**src/rtl/pipe_adder.sv**
```systemverilog
// Pipelined WIDTH-bit add/subtract unit. The carry chain is split into STAGES chunks,
// one per stage, and a single global advance enable moves or holds the whole pipe.
module pipe_adder #(
    parameter int WIDTH  = 16,
    parameter int STAGES = 4
) (
    input  logic             clk,
    input  logic             rst_n,
    input  logic             in_valid,
    output logic             in_ready,
    input  logic [WIDTH-1:0] a,
    input  logic [WIDTH-1:0] b,
    input  logic             cin,
    input  logic             sub,
    output logic             out_valid,
    input  logic             out_ready,
    output logic [WIDTH-1:0] sum,
    output logic             cout,
    output logic             ovf
);
    localparam int CW = WIDTH / STAGES;

    logic             adv;
    logic [WIDTH-1:0] op_a  [STAGES];
    logic [WIDTH-1:0] op_b  [STAGES];
    logic [WIDTH-1:0] part  [STAGES];
    logic             carry [STAGES];
    logic             vld   [STAGES];

    assign adv      = !out_valid || out_ready;
    assign in_ready = adv;

    assign op_a[0]  = a;
    assign op_b[0]  = sub ? ~b : b;
    assign part[0]  = '0;
    assign carry[0] = sub ? ~cin : cin;
    assign vld[0]   = in_valid;

    for (genvar k = 0; k < STAGES; k++) begin : g_stage
        logic [CW:0]      chunk;
        logic [WIDTH-1:0] part_next;

        assign chunk = {1'b0, op_a[k][CW-1:0]} + {1'b0, op_b[k][CW-1:0]}
                     + {{CW{1'b0}}, carry[k]};
        // Finished chunks enter at the top and slide down one chunk per stage,
        // so after the last stage chunk 0 sits at bit 0.
        assign part_next = (part[k] >> CW) | (WIDTH'(chunk[CW-1:0]) << (WIDTH - CW));

        if (k < STAGES - 1) begin : g_mid
            logic [WIDTH-1:0] a_q;
            logic [WIDTH-1:0] b_q;
            logic [WIDTH-1:0] part_q;
            logic             carry_q;
            logic             vld_q;

            always_ff @(posedge clk or negedge rst_n) begin
                if (!rst_n) begin
                    a_q     <= '0;
                    b_q     <= '0;
                    part_q  <= '0;
                    carry_q <= 1'b0;
                    vld_q   <= 1'b0;
                end else if (adv) begin
                    a_q     <= op_a[k] >> CW;
                    b_q     <= op_b[k] >> CW;
                    part_q  <= part_next;
                    carry_q <= chunk[CW];
                    vld_q   <= vld[k];
                end
            end

            assign op_a[k+1]  = a_q;
            assign op_b[k+1]  = b_q;
            assign part[k+1]  = part_q;
            assign carry[k+1] = carry_q;
            assign vld[k+1]   = vld_q;
        end else begin : g_last
            logic [WIDTH-1:0] sum_q;
            logic             cout_q;
            logic             ovf_q;
            logic             vld_q;
            logic             msb_a;
            logic             msb_b;

            // The top chunk of the shifted operands carries the operand sign bits.
            assign msb_a = op_a[k][CW-1];
            assign msb_b = op_b[k][CW-1];

            // Result registers load only on valid data so bubbles never disturb them.
            always_ff @(posedge clk or negedge rst_n) begin
                if (!rst_n) begin
                    sum_q  <= '0;
                    cout_q <= 1'b0;
                    ovf_q  <= 1'b0;
                    vld_q  <= 1'b0;
                end else if (adv) begin
                    vld_q <= vld[k];
                    if (vld[k]) begin
                        sum_q  <= part_next;
                        cout_q <= chunk[CW];
                        ovf_q  <= (msb_a == msb_b) && (chunk[CW-1] != msb_a);
                    end
                end
            end

            assign sum       = sum_q;
            assign cout      = cout_q;
            assign ovf       = ovf_q;
            assign out_valid = vld_q;
        end
    end

endmodule

```
**config.mk**
```make
export PLATFORM = sky130hd
export DESIGN_NAME = pipe_adder
export DESIGN_NICKNAME = d
export VERILOG_FILES = /design/src/rtl/pipe_adder.sv
export SDC_FILE = /design/constraint.sdc
export NUM_CORES = 1
export LEC_CHECK = 0
export ABC_AREA = 1
export CELL_PAD_IN_SITES_DETAIL_PLACEMENT = 0
export CELL_PAD_IN_SITES_GLOBAL_PLACEMENT = 2
export CORE_ASPECT_RATIO = 0.6
export CORE_MARGIN = 8
export CORE_UTILIZATION = 34
export DETAILED_ROUTE_END_ITERATION = 16
export PLACE_DENSITY = 0.79
export SLEW_MARGIN = 30
export SYNTH_ARGS = -nofsm -noshare
export SYNTH_HDL_FRONTEND = slang
export SYNTH_SLANG_ARGS = --single-unit
```
**constraint.sdc**
```tcl
create_clock -name clk -period 2.3 [get_ports clk]
set_input_delay 0.46 -clock clk [delete_from_list [all_inputs] [get_ports clk]]
set_output_delay 0.46 -clock clk [all_outputs]
set_load 0.005 [all_outputs]
```
---- After elaboration in Yosys (flattened, before gate mapping) ----
Cells that the tools add are included.
cells by class
  add/sub/neg operators ................... 8
  bitwise logic cells ..................... 5
  eq/ne operators ......................... 2
  muxes and demuxes ....................... 2
  reduce and logical (&&, ||, !) cells .... 4
operators with widths
  operator           count
  $or 12x16->16      3
  $add 4x4->5        4
  $add 5x1->5        4
  $mux 16            1
  $not 16->16        1
  $reduce_and 2->1   1
  $eq 1x1->1         1
  $logic_and 1x1->1  1
  $logic_not 1->1    1
  $logic_or 1x1->1   1
  $mux 1             1
  $ne 1x1->1         1
  $not 1->1          1
storage, ports and cells
  input bits .............................. 38
  register bits ........................... 109
  output and inout port bits .............. 20

---- Logic depth before layout (Yosys ltp) ----
  depth in word-level cells ............... 4
  depth in mapped cells ................... 9
  gate-level depth less buffers ........... 7

---- Worst setup path after synthesis ----
Ideal clock, no wire load.
  path kind ............................... input-to-reg
  start ................................... input port sub
  end ..................................... register g_stage[0].g_mid.carry_q
  buffers on the path ..................... 2
  setup time .............................. 0.126 ns
  data required time ...................... 2.174 ns
  stages .................................. 9
  data arrival time ....................... 2.002 ns
  slack ................................... 0.172 ns
  cell sequence ........................... buf_6 -> buf_8 -> xor2_1 -> fa_1 -> fa_1 -> nand2_1 -> inv_1 -> o21ai_0 -> a21oi_1
on the way
  cells in the longest elaborated chain, start to end .. 3
  elaborated cells on any way between the ends .. 4
  those cells by class .................... 2 x add/sub; 2 x mux
RTL lines
  element               line  RTL
  start, declared       14    input logic sub,
  $mux 16               34    assign op_b[0] = sub ? ~b : b;
  $add 4x4->5           43    assign chunk = {1'b0, op_a[k][CW-1:0]} + {1'b0, op_b[k][CW-1:0]}
  $add 5x1->5 *         44    + {{CW{1'b0}}, carry[k]};
  end signal, assigned  67    carry_q <= chunk[CW];
  end, declared         53    logic carry_q;
Mark *: on every way between the ends. The rest lies on a longest branch, timed or not.
A chain may end at the register's enable or synchronous reset.

---- Worst setup path in the final report ----
Ends and elaborated chain as after synthesis.

==> metrics.yaml <==
clock_path_buffers: 2
viasPerCell: 4.35
leakage_nw: 2.63
path_max_fanout: 3
cp_slowest_cell: "clkdlybuf4s50_1"
cts_root_buffer: "clkbuf_16"
cts_inserted_buffers: 9
synth_warnings: 0
drive_gt1_frac: 0.0529
slew_viol_final: 0
peakVddDrop_mv: 0.411
dieArea_mm2: 0.0168
final-seq-area_mm2: 0.00243
synth_top_area_share: 0.558
crit_cells: 8
max-cap-violations: 0
nets: 582
cp-end-kind: "register"
finalHoldViolations: 0
cts-resized-gates: 0
crit_chain: "clkdlybuf4s50_1 > xor2_1 > fa_1 > fa_1 > nand2_1 > inv_1 > o21ai_0 > a21oi_1"
io_buffers: 57
cp_top_family: "adder cells"
area_growth_pct: 24.9
initial_core_util: 0.344
grtUsageMet3: 0.0462
top_usage_layer: "met2"
status: "completed"
design_area_mm2: 0.00543
grt_use_met1: 0.153
period_needed_ps: 2120
synth_cell_types: 22
gp_congestion: 0.765
grt_pass1_vias: 3223
slowest_delay_ps: 460
die_x_um: 162
rsz0062_at_grt: "false"
avgRoutedWirePerCell_um: 12.8
async_flop_share: 1.00
grt_usage: 0.113
ys_ff_latch: 97
route.detailed.drc: 0
tns_ps: 0
cts_sinks: 97
die_h_um: 104
fmax_ghz: 0.472
ys_seq_area_frac: 0.558
powerDensity_mw_per_mm2: 1310
drt_wl_total_um: 8930
finalSetupViolCount: 0
cts_hold_buf: 0
ys_top_cells_by_count: "nand2_1, dfrtp_1, inv_1, o21ai_0, o21ai_1"
place_hpwl_um: 6370
rows: 32
drt_first_iter_violations: 169
syn-instance-count: 469
syn_area_per_cell_um2: 9.27
critPathMostFrequentCell: "fa_1"
critPathKind: "input port to register"
fill_cells: 1278
worstSkewPairLatency_ps: 340
worst_slew_pin_slew_ps: 501
grt_start_max_net_pins: 61
hold_class: "input port to async pin"
synth_edf_count: 0
multi_input_area_mm2: 0.00164
ant_nets: 0
grt_pass1_wl_um: 15600
critical_path_required_ps: 2520
worstRegToRegCells: 6
syn_nets: 527
critPathLaunchType: "input port"
crit_buf_inv: 2
arrival_ps: 2340
synth.area.top_cells: "dfrtp_1, nand2_1, fa_1"
place_area_mm2: 0.00508
yosysMostFrequentCell: "nand2_1"
core_area_mm2: 0.0127
yosysTopAreaCell: "dfrtp_1"
synth-main-ff-cell: "dfrtp_1"
grt_antenna_before_repair: 1
post-cts-setup-buffer-count: 0
cts_tree: "yes"
path_clk_slew_ps: 60
period_share: 0.922
io_pins: 58
syn_area_mm2: 0.00435
vias: 3040
clock_skew_ps: 4.94
diodes: 0
gr-total-overflow: 0
firstDrtPassIters: 4
grtUsageMet2: 0.164
relSlewSlack: 0.666
cts_max_level: 3
-- through the flow --
step | hold slack [ps] | util | power, W | worst slack [ps] | cells
after floorplan | 164 | - | 0.00453 | 172 | 469
after global placement | 457 | 0.401 | 0.00538 | -137 | 683
after detailed placement | 459 | 0.401 | 0.00544 | -185 | 683
after CTS | 105 | 0.429 | 0.00723 | 174 | 699
after global routing | 128 | 0.429 | 0.00775 | 47.9 | 699
final | 87.0 | 0.429 | 0.00711 | 180 | 699
-- final timing paths --
path                            slack [ps]                                     from                                       to
min in group clk                       470  g_stage[0].g_mid.part_q[13]$_DFFE_PN0N_  g_stage[0].g_mid.part_q[13]$_DFFE_PN0N_
worst max-delay path                   180                                      sub     g_stage[0].g_mid.carry_q$_DFFE_PN0N_
worst min-delay path                    90                                    rst_n                      sum[13]$_DFFE_PN0P_
worst min register to register         470  g_stage[0].g_mid.part_q[13]$_DFFE_PN0N_  g_stage[0].g_mid.part_q[13]$_DFFE_PN0N_
max in group asynchronous             1600                                    rst_n      g_stage[1].g_mid.a_q[1]$_DFFE_PN0N_
worst max register to register         560      g_stage[1].g_mid.a_q[0]$_DFFE_PN0N_     g_stage[2].g_mid.carry_q$_DFFE_PN0N_
-- power by group --
part | internal, W | switching, W | leakage [nW]
clock network | 0.00112 | 0.000633 | 0.173
logic | 0.00113 | 0.00136 | 1.27
registers | 0.00245 | 0.000402 | 1.18
-- sequential cells by signal, indices dropped and copies added (netlist names) --
name                   count
g_stage.g_mid.b_q         24
out_valid                  1
g_stage.g_mid.carry_q      3
cout                       1
sum                       16
ovf                        1
g_stage.g_mid.part_q      24
g_stage.g_mid.a_q         24
g_stage.g_mid.vld_q        3
-- cell families after synthesis --
| kind of cell | share of synthesized area |
|---|---|
| xor+xnor | 0.0383 |
| compound gates | 0.0777 |
| simple gates | 0.190 |
| buf+inv | 0.0645 |
| fa+ha+maj | 0.0714 |
| flops | 0.558 |
-- cells in the final DEF (no fill, tap or decap) --
master,netlist,layout
inv_2,1,1
dfrtp_1,97,97
nand2_1,179,179
a21oi_1,8,8
nand2_2,1,1
nand2_4,1,1
o21ai_1,29,29
buf_4,4,6
clkbuf_8,0,2
clkbuf_16,0,9
xnor2_1,13,13
bufinv_16,0,3
ha_1,12,12
xor2_1,6,6
nor2_1,8,8
buf_12,0,3
fa_1,8,8
clkdlybuf4s50_1,0,56
or2_2,1,1
nand3_1,20,20
o31ai_1,1,1
o21ai_0,29,29
inv_1,34,34
clkbuf_1,1,1
clkinv_4,0,1
-- metal layers --
metal	wire length, um	up-vias	part of all wire
met5	13	-	0.0015
met4	64	2	0.0072
met3	546	8	0.061
met2	3710	47	0.42
met1	4600	1402	0.51
li1	-	1581	-
-- area by class of cell --
type / count / share of cell area
Clock buffer: 12 / 0.0472
Timing Repair Buffer: 65 / 0.123
Inverter: 35 / 0.0242
Sequential cell: 97 / 0.447
Tap cell: 170 / 0.0392
Multi-Input combinational cell: 316 / 0.302
Clock inverter: 4 / 0.0182
Power figures use the tool's default switching activity.
